`config.mk`:
```
export PLATFORM = sky130hd
export DESIGN_NAME = stopwatch_timer
export DESIGN_NICKNAME = d
export VERILOG_FILES = /design/src/rtl/stopwatch_timer_pkg.sv /design/src/rtl/stopwatch_timer_digit_counter.sv /design/src/rtl/stopwatch_timer.sv
export SDC_FILE = /design/constraint.sdc
export NUM_CORES = 1
export LEC_CHECK = 0
export CORE_UTILIZATION = 36
export CTS_CLUSTER_SIZE = 20
export DETAILED_ROUTE_END_ITERATION = 12
export SYNTH_ARGS = -nofsm -noshare
export SYNTH_HDL_FRONTEND = slang
export SYNTH_SLANG_ARGS = --single-unit
```
`constraint.sdc`:
```
create_clock -name Clock -period 3.15 [get_ports Clock]
set_input_delay 0.63 -clock Clock [delete_from_list [all_inputs] [get_ports Clock]]
set_output_delay 0.63 -clock Clock [all_outputs]
set_load 0.1 [all_outputs]
```
`src/rtl/stopwatch_timer_pkg.sv`:
```
// stopwatch_timer_pkg: shared state encoding and BCD digit constants
package stopwatch_timer_pkg;
  typedef enum logic [1:0] {IDLE, RUNNING, PAUSED, EXPIRED} state_t;
  localparam int DIGIT_W = 4;
  localparam int SEC_TENS_MAX = 5;
  localparam int DIGIT_MAX = 9;
endpackage

```
`src/rtl/stopwatch_timer_digit_counter.sv`:
```
// digit_counter: one BCD digit counting 0..MAX up or down, with synchronous load
module digit_counter import stopwatch_timer_pkg::*; #(
  parameter int MAX = DIGIT_MAX
) (
  input  logic               clk,
  input  logic               rst,
  input  logic               en,
  input  logic               down,
  input  logic               load,
  input  logic [DIGIT_W-1:0] value,
  output logic [DIGIT_W-1:0] q,
  output logic               carry_out,
  output logic               borrow_out
);
  localparam logic [DIGIT_W-1:0] TOP = DIGIT_W'(MAX);
  always_ff @(posedge clk or posedge rst)
    if (rst) q <= '0;
    else if (load) q <= value;
    else if (en) q <= down ? (q == '0 ? TOP : q - 1'b1) : (q == TOP ? '0 : q + 1'b1);
  // terminal-count flags: the next enable rolls this digit over
  assign carry_out = ~down & (q == TOP);
  assign borrow_out = down & (q == '0);
endmodule

```
`src/rtl/stopwatch_timer.sv`:
```
// stopwatch_timer: mm:ss.cc stopwatch / countdown timer with pause, lap freeze and alarm
module stopwatch_timer import stopwatch_timer_pkg::*; #(
  parameter int DIV = 500_000,
  parameter int MIN_TENS_MAX = 5
) (
  input  logic        Clock,
  input  logic        Reset,
  input  logic        Start_Stop,
  input  logic        Clear,
  input  logic        Load,
  input  logic [7:0]  D,
  input  logic        Down,
  input  logic        Lap,
  output logic [23:0] Digits,
  output logic        Running,
  output logic        Alarm,
  output logic        Wrap
);
  localparam int PW = $clog2(DIV);
  localparam logic [PW-1:0] LAST = PW'(DIV - 1);
  localparam logic [DIGIT_W-1:0] TENS_TOP = DIGIT_W'(MIN_TENS_MAX);
  localparam logic [DIGIT_W-1:0] UNITS_TOP = DIGIT_W'(DIGIT_MAX);
  state_t state, next;
  logic mode, frz, tick, expire, ld, ss, lap;
  logic [PW-1:0] presc;
  logic [5:0] en, cy, bw;
  logic [DIGIT_W-1:0] q [6];
  logic [DIGIT_W-1:0] tens, units;
  logic [23:0] live, snap;
  assign live = {q[5], q[4], q[3], q[2], q[1], q[0]};
  assign ld = Load & ~Clear & (state == IDLE | state == PAUSED);
  assign ss = Start_Stop & ~Clear & ~Load;
  assign lap = Lap & ~Clear & ~Load & ~Start_Stop & (state == RUNNING);
  assign tick = (state == RUNNING) & (presc == LAST);
  // counting down from 00:00.01 (or already at zero) ends the run
  assign expire = tick & (&bw[5:1]) & (q[0] <= DIGIT_W'(1));
  assign tens = Clear ? '0 : D[7:4] > TENS_TOP ? TENS_TOP : D[7:4];
  assign units = Clear ? '0 : D[3:0] > UNITS_TOP ? UNITS_TOP : D[3:0];
  assign Digits = frz ? snap : live;
  always_comb begin
    logic c;
    c = tick & ~(&bw);
    for (int k = 0; k < 6; k++) begin
      en[k] = c;
      c = c & (cy[k] | bw[k]);
    end
  end
  always_comb begin
    next = state;
    if (Clear) next = IDLE;
    else if (expire) next = EXPIRED;
    else if (ss)
      next = state == IDLE ? ((Down && live == '0) ? EXPIRED : RUNNING) :
             state == RUNNING ? PAUSED : state == PAUSED ? RUNNING : IDLE;
  end
  always_ff @(posedge Clock or posedge Reset)
    if (Reset) begin
      state <= IDLE;
      mode <= 1'b0;
      frz <= 1'b0;
      snap <= '0;
      presc <= '0;
      Running <= 1'b0;
      Alarm <= 1'b0;
      Wrap <= 1'b0;
    end else begin
      state <= next;
      Running <= next == RUNNING;
      Alarm <= next == EXPIRED;
      Wrap <= en[5] & cy[5] & ~Clear;
      if (state == IDLE && next == RUNNING) mode <= Down;
      presc <= (Clear | ld | tick | next == IDLE) ? '0 :
               (state == RUNNING && next == RUNNING) ? presc + 1'b1 : presc;
      frz <= (Clear | next == IDLE) ? 1'b0 : frz ^ lap;
      if (lap & ~frz) snap <= live;
    end
  for (genvar i = 0; i < 6; i++) begin : g_digit
    digit_counter #(.MAX(i == 5 ? MIN_TENS_MAX : i == 3 ? SEC_TENS_MAX : DIGIT_MAX)) u_digit (
      .clk(Clock),
      .rst(Reset),
      .en(en[i]),
      .down(mode),
      .load(Clear | ld),
      .value(i == 5 ? tens : i == 4 ? units : '0),
      .q(q[i]),
      .carry_out(cy[i]),
      .borrow_out(bw[i])
    );
  end
endmodule
```
==> impl_results.md, run 1 <==
* Hpwl dp at 8050 µm
* Worst R2R End: g_digit[4].u_digit.q[1]
* Synth cell count leaders: dfrtp_1 (74), nor2_1 (52), mux2_2 (46)
* Met3 usage at 0.0400
* Peak VDD IR at 0.278 mV
* Clock Sinks at 74
* DRC at 0
* Period utilization at 0.843
* Yosys warnings at 0
* Floorplan row count at 41
* Global-route wire length before repair at 19100 µm
* Layout area overhead at 23.6%
* Outcome: completed
* Met2 Track Usage GR at 0.302
* Yosys cell types at 65
* Final Wtd Congestion at 0.877
* Die X at 116 µm
* Largest net degree at the start of global routing at 44
* Vias per cell at 5.48
* Cell taking the most area after synthesis: dfrtp_1
* Area contributors post-synth: dfrtp_1 (39%), mux2_2 (11%), nor2_1 (4.2%)
* Post-DR wirelength/cell at 15.4 µm
* Layout cells sized above 1 at 0.212
* Top_reg_cell synth: dfrtp_1
* Most Used Layer, Global Route: met2
* Worst Setup EP: g_digit[4].u_digit.q[1]
* Area taken by multi-input logic gates at 2630 µm²
* Diodes inserted at 0
* Worst-case reg-to-reg path depth at 6
* Critical Path RT at 3.41 ns
* CP endpoint kind: flip-flop
* Synthesized instance count at 524
* Placed instance count at 715
* Worst setup margin at 0.494 ns
* Core area at 12700 µm²
* Clock latency at the later pin of the worst-skew pair at 0.33 ns
* Slew Viols, Final at 0
* Fmax at 376 MHz
* FILL cells at 1239
* CTS tree: built
* TritonRoute pass-1 iters at 4
* Die H at 116 µm
* Static Leakage at 2.33 nW
* Yosys top cell area share at 0.394
* Worst hold path class: flip-flop to flip-flop
* Top-count cell post-synth: dfrtp_1
* Crit start category: flip-flop
* Critical Path Source: presc[9]
* Flop-to-flop setup slack at 0.49 ns
* Sequential fraction of the synthesis area at 0.394
* Starting Density at 0.370
* Total Wirelength at 11200 µm
* Critical setup path kind: flip-flop to flip-flop
* Total grt overflow at 0
* Syn Std Cell Area at 4690 µm²
* Max cap viols at 0
* Number of global-route vias before repair at 3847
* Place WS at 0.170 ns
* Final setup vio count at 0
* CTS max path bufs at 2
* Vias at 3998
* Number of synthesized flops with an enable pin at 0
* Final cell count without fillers at 729
* R2R Path Start: presc[9]
* Post-route ant nets at 0
* PortBufs at 41
* 1st-iter DRT viols at 268
* Initial antenna violation count at 0
* Worst slew pin tran at 0.807 ns
* Flop and latch count out of synthesis at 74
* Period minus WS final at 2.66 ns
* H-Tree Depth at 3
* Die area at 13500 µm²
* Root buffer cell: clkbuf_16
* Critical path peak fanout at 7
* Synth Area per Inst at 8.96 µm²
* Hold_buf cts at 0
* Layout net count at 571
* Post-CTS Repair Setup Buffers at 0
* Critical path arrival at 2.92 ns
* # resized after CTS at 0
* All-layer global routing usage at 0.183
* Reg clk slew, reported paths at 0.05 ns
* Async set or reset register ratio after synthesis at 1.00
* I/O pin total at 42
* RSZ-0062 raised after global routing: no
* Storage element area at 1850 µm²
* M1 GR Usage at 0.236
* Slew HR at 0.453
* Pwr per Cell Area at 430 nW/µm²
* Syn_nets at 541
* Clk_skew at 0.00416 ns
* CTS buffer count at 9
* Fin. Hold Viols at 0
[worst min path at each step]
stage / from / to / slack [ns] / cells past startpoint
6_report: snap[15] / snap[15] / 0.50 / 1
5_1_grt: snap[12] / snap[12] / 0.51 / 1
4_1_cts: snap[18] / snap[18] / 0.50 / 1
3_5_place_dp: snap[18] / snap[18] / 0.49 / 1
3_3_place_gp: snap[13] / snap[13] / 0.48 / 1
2_1_floorplan: snap[21] / snap[21] / 0.47 / 1
[placed cells by master, fill, tap and decap left out, types with 13 or more instances in the layout]
master	count
dfrtp_1	74
clkdlybuf4s50_1	14
mux2_2	46
nand2b_1	14
buf_4	25
nor2b_1	14
buf_12	22
nor2_1	52
nor3_1	19
o21ai_0	31
a21oi_1	37
or3_1	13
nand3_1	15
nand2_1	28
[final cells by class]
type,count,area share
multi-input combinational,395,0.453
sequential,74,0.319
timing repair buffer,61,0.132
clock buffer,11,0.0436
tap,172,0.0371
inverter,13,0.00841
clock inverter,3,0.00690
[power breakdown]
| part | switching, mW | internal (mW) | total [mW] | leakage, nW |
|---|---|---|---|---|
| clock | 0.376 | 0.644 | 1.02 | 0.147 |
| sequential | 0.0307 | 0.975 | 1.01 | 1.02 |
| combinational | 0.291 | 0.175 | 0.466 | 1.17 |
| total | 0.698 | 1.79 | 2.49 | 2.33 |
[stage by stage]
stage / hold slack, ns / TNS [ns] / total power, mW / cell area (µm²) / utilization
2_1_floorplan: 0.475 / -1.59 / 1.35 / 4690 / -
6_report: 0.499 / 0 / 2.49 / 5800 / 0.458
3_3_place_gp: 0.484 / 0 / 1.48 / 5510 / 0.435
4_1_cts: 0.503 / 0 / 2.52 / 5800 / 0.458
3_5_place_dp: 0.490 / 0 / 1.49 / 5510 / 0.435
5_1_grt: 0.515 / 0 / 2.61 / 5800 / 0.458
[layer usage]
| layer | wire length (µm) | vias up | part of all wire |
|---|---|---|---|
| met4 | 163 | 0 | 0.015 |
| met5 | 0 | - | 0 |
| met3 | 577 | 16 | 0.051 |
| li1 | - | 1953 | - |
| met1 | 5190 | 1941 | 0.46 |
| met2 | 5280 | 88 | 0.47 |
[cells by family (layout without fill, tap and decap cells)]
family	Yosys count	count (layout)	synth area share
and+or+nand+nor	207	207	0.245
AOI/OAI and AO/OA	117	117	0.154
DFF	74	74	0.394
buffers and inverters	55	88	0.0461
muxes	50	50	0.119
xor gates and xnor gates	19	19	0.0354
adders and majority gates	2	2	0.00533
[critical path, stage by stage, from the launching register on]
cell,delay (ns)
dfrtp_1,0.45
or4_1,0.52
nor4_1,0.45
nand3_1,0.25
nor4b_2,0.45
mux2_1,0.36
nor2_1,0.10
[registers in the layout, indices dropped and copies added, names as in the netlist]
name and count:
g_digit.u_digit.q 24, mode 1, Alarm 1, frz 1, presc 19, Running 1, snap 24, state 2
Wrap 1
Note: power is estimated with default switching activity, not from simulation.
==> run 2: changes to the inputs <==
- clock period: 3.15 -> 2.7 ns (I/O delays scaled with it)
==> impl_results.md, run 2 (same netlist as run 1, synthesis figures left out) <==
* Outcome: completed
* Critical path peak fanout at 7
* Post-route ant nets at 0
* Largest net degree at the start of global routing at 75
* All-layer global routing usage at 0.190
* Peak VDD IR at 0.365 mV
* Place WS at -0.0808 ns
* Die H at 116 µm
* PortBufs at 41
* CTS max path bufs at 2
* Fmax at 385 MHz
* Most frequent cells in the layout: dfrtp_1 (74), nor2_1 (52), mux2_2 (46)
* Diodes inserted at 0
* Pwr per Cell Area at 504 nW/µm²
* Worst slew pin tran at 0.865 ns
* Die X at 116 µm
* Layout net count at 596
* Root buffer cell: clkbuf_16
* Post-placement cell area at 5750 µm²
* Vias at 4148
* Final cell count without fillers at 756
* Post-DR wirelength/cell at 15.7 µm
* Pwr Total at 3.07 mW
* Layout cells sized above 1 at 0.248
* Placed instance count at 739
* Clock latency at the later pin of the worst-skew pair at 0.34 ns
* Initial antenna violation count at 0
* Largest registers: g_digit.u_digit.q: 24 flops, snap: 24 flops, presc: 19 flops
* RSZ-0062 raised after global routing: no
* Area taken by multi-input logic gates at 2630 µm²
* Leading cell type in the layout, fill and taps excluded: dfrtp_1
* Static Leakage at 2.49 nW
* Vias per cell at 5.49
* Max cap viols at 0
* Crit start category: flip-flop
* I/O pin total at 42
* 1st-iter DRT viols at 246
* Total grt overflow at 0
* CP endpoint kind: flip-flop
* Layout area overhead at 29.7%
* Design Area, Final at 6090 µm²
* Number of global-route vias before repair at 4053
* Die area at 13500 µm²
* Critical path arrival at 2.83 ns
* Reg clk slew, reported paths at 0.06 ns
* Slew Viols, Final at 0
* Hpwl dp at 8480 µm
* Core area at 12700 µm²
* Worst setup margin at 0.101 ns
* Clk_skew at 0.00751 ns
* Clock Sinks at 74
* Slew HR at 0.414
* Period minus WS final at 2.60 ns
* FILL cells at 1193
* Storage element area at 1850 µm²
* Starting Density at 0.370
* Global-route wire length before repair at 19800 µm
* CTS buffer count at 9
* DRC at 0
* Final Wtd Congestion at 0.858
* Worst hold path class: flip-flop to flip-flop
* Fin. Hold Viols at 0
* CTS tree: built
* Critical setup path kind: flip-flop to flip-flop
* TritonRoute pass-1 iters at 4
* Post-Route Utilization at 0.480
* Floorplan row count at 41
* Total Wirelength at 11800 µm
* Critical Path RT at 2.93 ns
* H-Tree Depth at 3
* Final setup vio count at 0
* Period utilization at 0.962
run 2: cell count changes in the layout (fill, tap and decap cells not counted), sizes merged:
cell	delta
buf	+25
bufinv	+1
clkinvlp	+1
run 2: per-stage QoR:
step,hold slack (ns),setup TNS (ns)
floorplan,0.475,-0.0592
global placement,0.484,-1.55
detailed placement,0.490,-1.47
CTS,0.503,0
global route,0.517,0
finish,0.501,0
run 2: final cells by class:
cell class                 instances  share of cell area
multi-input combinational        395               0.432
sequential                        74               0.304
timing repair buffer              86               0.167
clock buffer                      11              0.0399
tap                              172              0.0354
clock inverter                     5              0.0127
inverter                          13             0.00802
run 2: per-layer routing:
metal	vias to the layer above	track usage	share of wire
met5	-	0	0
met4	0	0.0573	0.015
met3	11	0.0555	0.056
met2	113	0.308	0.47
met1	2023	0.244	0.46
li1	2001	-	-
run 2: repair_timing:
action,in CTS,in global routing
hold buffers,0,0
setup endpoints to repair,0,6
buffers inserted,0,1
gates resized for setup,0,1
endpoints found under the hold margin,0,0
run 2: power breakdown:
part | total, mW | switching [mW] | internal, mW | leakage, nW
registers | 1.17 | 0.0277 | 1.14 | 1.02
logic | 0.611 | 0.366 | 0.246 | 1.32
clock network | 1.29 | 0.460 | 0.831 | 0.156
run 2: critical path, stage by stage, from the launching register on:
cell and delay, ns:
dfrtp_1 0.42, or4_4 0.54, nor4_4 0.43, o311ai_2 0.25, nor4b_4 0.31, buf_4 0.20, a21oi_1 0.07, a311oi_1 0.27
run 2: worst paths after layout:
| kind | start | end | slack, ns | depth (start not counted) |
|---|---|---|---|---|
| worst max-delay path | presc[11] | g_digit[1].u_digit.q[3] | 0.10 | 7 |
| worst min-delay path | snap[18] | snap[18] | 0.50 | 1 |
| worst max register to register | presc[11] | g_digit[1].u_digit.q[3] | 0.10 | 7 |
| worst min register to register | snap[18] | snap[18] | 0.50 | 1 |
| max in group asynchronous | Reset | presc[12] | 1.76 | 3 |
| min in group asynchronous | Reset | snap[9] | 0.61 | 3 |
